**src/rtl/fft_logpwr.sv**
```systemverilog
// Converts complex FFT bins into 8-bit log2-power pixels for the spectrogram colormap.
// Tracks bin position per frame, drops the redundant upper half when HALF=1, and flags bin 0.
module fft_logpwr #(
    parameter int          IW     = 16,
    parameter int          LGFFT  = 10,
    parameter int          HALF   = 1,
    parameter int unsigned OFFSET = 0
) (
    input  logic            i_clk,
    input  logic            i_reset_n,
    input  logic            i_ce,
    input  logic            i_sync,
    input  logic [2*IW-1:0] i_sample,
    output logic            o_ce,
    output logic            o_sync,
    output logic [7:0]      o_pixel
);
    // Valid-only stream: i_ce qualifies i_sync/i_sample for one cycle, there is no ready,
    // and o_ce is a one-cycle pulse four clocks after each accepted bin.
    localparam int PW = $clog2(2*IW);
    localparam int LW = PW + 3;

    logic [LGFFT-1:0] cnt, bin;
    logic             synced, accept;

    logic signed [IW-1:0]   re, im;
    logic signed [2*IW-1:0] re_sq, im_sq;

    logic            s1_v, s1_sync;
    logic [2*IW-1:0] s1_re2, s1_im2;
    logic            s2_v, s2_sync;
    logic [2*IW-1:0] s2_p;
    logic [PW-1:0]   s2_msb;
    logic            s3_v, s3_sync, s3_zero;
    logic [PW-1:0]   s3_msb;
    logic [2*IW-2:0] s3_low;

    logic [2*IW+1:0] pad;
    logic [2:0]      frac;
    logic [LW-1:0]   lcode;
    logic [31:0]     lwide;
    logic [7:0]      pix;

    always_comb begin
        bin    = i_sync ? '0 : cnt;
        accept = i_ce && (i_sync || synced) && (HALF == 0 || !bin[LGFFT-1]);
        re     = i_sample[2*IW-1:IW];
        im     = i_sample[IW-1:0];
        re_sq  = re * re;
        im_sq  = im * im;
    end

    // MSB of the power word; the last match in ascending order wins.
    always_comb begin
        s2_msb = '0;
        for (int i = 0; i < 2*IW; i++) begin
            if (s2_p[i]) s2_msb = i[PW-1:0];
        end
    end

    // The three bits below the MSB, zero-filled when the MSB sits near bit 0.
    always_comb begin
        pad  = {s3_low, 3'b000};
        frac = '0;
        for (int i = 0; i < 2*IW; i++) begin
            if (s3_msb == i[PW-1:0]) frac = pad[i+2 -: 3];
        end
        lcode = s3_zero ? '0 : {s3_msb, frac};
        lwide = 32'(lcode);
        if (lwide <= OFFSET)
            pix = '0;
        else if (lwide - OFFSET > 32'd255)
            pix = 8'hFF;
        else
            pix = 8'(lwide - OFFSET);
    end

    always_ff @(posedge i_clk or negedge i_reset_n) begin
        if (!i_reset_n) begin
            cnt     <= '0;
            synced  <= 1'b0;
            s1_v    <= 1'b0;
            s1_sync <= 1'b0;
            s1_re2  <= '0;
            s1_im2  <= '0;
            s2_v    <= 1'b0;
            s2_sync <= 1'b0;
            s2_p    <= '0;
            s3_v    <= 1'b0;
            s3_sync <= 1'b0;
            s3_zero <= 1'b0;
            s3_msb  <= '0;
            s3_low  <= '0;
            o_ce    <= 1'b0;
            o_sync  <= 1'b0;
            o_pixel <= '0;
        end else begin
            // Discarded bins still move the counter so frame position stays correct.
            if (i_ce) begin
                cnt <= i_sync ? LGFFT'(1) : cnt + 1'b1;
                if (i_sync) synced <= 1'b1;
            end
            s1_v    <= accept;
            s1_sync <= (bin == '0);
            s1_re2  <= re_sq;
            s1_im2  <= im_sq;

            s2_v    <= s1_v;
            s2_sync <= s1_sync;
            s2_p    <= s1_re2 + s1_im2;

            s3_v    <= s2_v;
            s3_sync <= s2_sync;
            s3_zero <= (s2_p == '0);
            s3_msb  <= s2_msb;
            s3_low  <= s2_p[2*IW-2:0];

            o_ce   <= s3_v;
            o_sync <= s3_v && s3_sync;
            if (s3_v) o_pixel <= pix;
        end
    end
endmodule

```
**config.mk**
```make
export PLATFORM = sky130hd
export DESIGN_NAME = fft_logpwr
export DESIGN_NICKNAME = d
export VERILOG_FILES = /design/src/rtl/fft_logpwr.sv
export SDC_FILE = /design/constraint.sdc
export NUM_CORES = 2
export LEC_CHECK = 0
export CAP_MARGIN = 20
export CORE_MARGIN = 2
export CORE_UTILIZATION = 55
export DETAILED_ROUTE_END_ITERATION = 12
export GPL_TIMING_DRIVEN = 0
export PLACE_DENSITY = 0.81
export SYNTH_ARGS = -nofsm -noshare
export SYNTH_HDL_FRONTEND = slang
export SYNTH_SLANG_ARGS = --single-unit
```
**constraint.sdc**
```tcl
create_clock -name i_clk -period 3.8 [get_ports i_clk]
set_input_delay 0.57 -clock i_clk [delete_from_list [all_inputs] [get_ports i_clk]]
set_output_delay 0.57 -clock i_clk [all_outputs]
set_load 0.02 [all_outputs]
```
==> flow_summary.json <==
{
  "status": "finished with violations",
  "violations": "setup timing",
  "synth_top_cell_area_share_pct": 39.4,
  "rsz0062_at_grt": "yes",
  "ys.flop_type": "dfrtp_1",
  "ctsHoldBuffers": 0,
  "nNetsFinal": 3453,
  "pin_count": 46,
  "rows": 77,
  "ys_seq_elements": 158,
  "netlist_instances": 2528,
  "instances_no_fill": 3343,
  "yosysUniqueCellTypes": 68,
  "h-tree-depth": 4,
  "hp-class": "in -> async",
  "drv_slew": 0,
  "synth_top_family_by_area": "adder cells",
  "start_util_pct": 55.4,
  "cts_made_buffers": 17,
  "drt_iter0_drc": 1319,
  "ys_seq_area_share_pct": 16.2,
  "cp_max_fo": 5,
  "clock_path_buffers": 2,
  "final_common_cell": "inv_1",
  "endpoint_kind": "flip-flop",
  "final_cell_mix": "602 x inv_1, 450 x fa_1, 167 x ha_1",
  "die_y_um": 215,
  "insertion_delay_ns": 0.43,
  "final_util_pct": 67.5,
  "yosys_warnings": 0,
  "cts_root_buf": "clkbuf_16",
  "antenna_found_initial": 0,
  "tightest_slew_ns": 0.977,
  "num_antenna_cells": 0,
  "setup_viol": 50,
  "synth_mux_area_share_pct": 0.425,
  "synth_compound_area_share_pct": 7.64,
  "syn2layout_area_growth_pct": 21.7,
  "async_reset_ff_share_pct": 100,
  "slew_headroom_pct": 34.4,
  "arrival_ns": 6.54,
  "groute.usage.overall_pct": 27.5,
  "drive_gt1_share_pct": 20.0,
  "grt_pass1_vias": 20700,
  "synth_top_area_cell": "fa_1",
  "dieArea_um2": 46100,
  "synth-simple-area-share_pct": 11.4,
  "hold_violations": 0,
  "critPathKind": "in -> reg",
  "grt_pass1_wl_um": 101000,
  "ant_nets": 0,
  "synth-edff-count": 0,
  "synth_fa_ha_area_share_pct": 49.6,
  "vias_per_cell": 5.56,
  "port_buffers": 42,
  "syn_nets": 3243,
  "cp-start-kind": "input port",
  "synth.avg_cell_area_um2": 9.66,
  "period_needed_ns": 6.19,
  "wirelength_um": 63900,
  "drtPass1Iterations": 6,
  "dieWidth_um": 215,
  "vias": 18600,
  "grt_max_degree": 83,
  "clkTransAtPathRegs_ns": 0.06,
  "coreArea_um2": 44000,
  "cts_tree": "yes",
  "finalCritPeriodShare_pct": 163,
  "skew_ns": 0.0115,
  "synth_area_um2": 24400,
  "post-route-drc-count": 0,
  "synth_xor_area_share_pct": 3.80,
  "required_ns": 4.14,
  "fmax_mhz": 161,
  "wire_per_inst_um": 19.1,
  "dpl_cell_area_um2": 26400,
  "grt-ovfl-total": 0,
  "cts_sinks": 158,
  "dp_hpwl_um": 45700,
  "setup_ws_ns": -2.39,
  "dp_slack_ns": -3.77,
  "final_area_um2": 29700,
  "post-place-cells": 3163,
  "drv_cap": 0,
  "place_congestion": 0.946,
  "ys_top_cells_by_area": "fa_1 39%, dfrtp_1 16%, ha_1 10%"
}
cells by family (layout without fill, tap and decap cells):
group	after synthesis	after routing
AND/OR/NAND/NOR	578	578
buffers and inverters	711	934
multiplexers	10	10
XOR/XNOR	106	106
flip-flops	158	158
adder cells (fa/ha/maj)	679	679
AO/OA/AOI/OAI	286	286
stage by stage:
step	hold WS [ns]	TNS (ns)
floorplan	0.274	-71.72
global placement	0.333	-749.82
detailed placement	0.336	-134.16
CTS	0.205	-71.53
global route	0.239	-82.90
finish	0.199	-77.87
sequential cells by signal, summed over array words and instances, names as in the netlist, 5 cells and up:
name     count
s1_im2      31
s3_low      31
s2_p        32
s1_re2      31
s3_msb       5
cnt         10
o_pixel      8
per-layer routing:
metal | GRT usage [%] | routed length [µm] | part of all wire [%]
met2 | 49.8 | 34200 | 54
met1 | 32.6 | 22700 | 36
met5 | 0 | 0 | 0
met3 | 3.86 | 3680 | 5.8
met4 | 11.7 | 3300 | 5.2
cells in the mapped netlist (4+ instances only):
cell and instances:
o21ai_0 51, and2_1 106, nand4_1 8, mux2i_1 7
o31ai_1 7, nand3_1 25, o211ai_1 8, o21bai_1 9
xor2_1 25, a31oi_1 10, dfrtp_1 158, nor4_1 12
nor3_1 29, fa_1 480, or2_2 7, ha_1 199
a22oi_1 8, o221ai_1 4, a21oi_1 73, o22ai_1 18
nand2_1 181, inv_1 649, nor2b_1 20, nor2_1 134
a211oi_1 16, o2111ai_1 5, a21boi_0 5, xnor2_1 81
and3_1 8, o32ai_1 5, nand3b_1 7, nand2b_1 27
o21a_1 23, a21o_1 15, clkbuf_1 55
critical path, stage by stage:
cell	delay, ns
clkbuf_16	0.12
clkbuf_16	0.15
nand2_4	0.05
fa_1	0.52
inv_2	0.06
fa_1	0.55
inv_1	0.06
fa_1	0.48
inv_1	0.06
fa_1	0.56
inv_2	0.04
fa_1	0.51
inv_2	0.05
fa_1	0.44
ha_2	0.20
or3_4	0.38
a211o_1	0.24
a41o_4	0.27
a31oi_4	0.21
o21ai_2	0.10
or4_4	0.43
a31o_1	0.20
a21oi_2	0.14
xnor2_1	0.12
cell type report:
cell class,instances,area (µm²)
multi-input combinational,1659,19200
fill,3062,14300
sequential,158,3950
inverter,652,2490
timing repair buffer,192,1880
buffer,58,863
tap,592,741
clock buffer,19,453
clock inverter,13,140
worst paths after layout:
path                                     start                     end  slack (ns)  cells past startpoint
setup / recovery                   i_sample[5]    s1_im2[30]$_DFF_PN0_       -2.39                     24
hold / removal                       i_reset_n  o_pixel[5]$_DFFE_PN0P_        0.20                      1
hold reg to reg              s1_sync$_DFF_PN0_       s2_sync$_DFF_PN0_        0.35                      0
max in group asynchronous            i_reset_n      s2_p[15]$_DFF_PN0_        2.79                      2
min in group i_clk           s1_sync$_DFF_PN0_       s2_sync$_DFF_PN0_        0.35                      0
setup reg to reg           s1_im2[3]$_DFF_PN0_      s2_p[29]$_DFF_PN0_        0.26                     10
repair_timing:
action	CTS	global route
hold endpoints to repair	0	0
gates resized for setup	432	113
buffers inserted	137	25
cloned	1	0
setup endpoints to repair	52	51
pin swaps	137	87
Power is left out: the tool's default activity adds up to more than one toggle a clock period on the data nets, which glitch-free logic cannot reach.
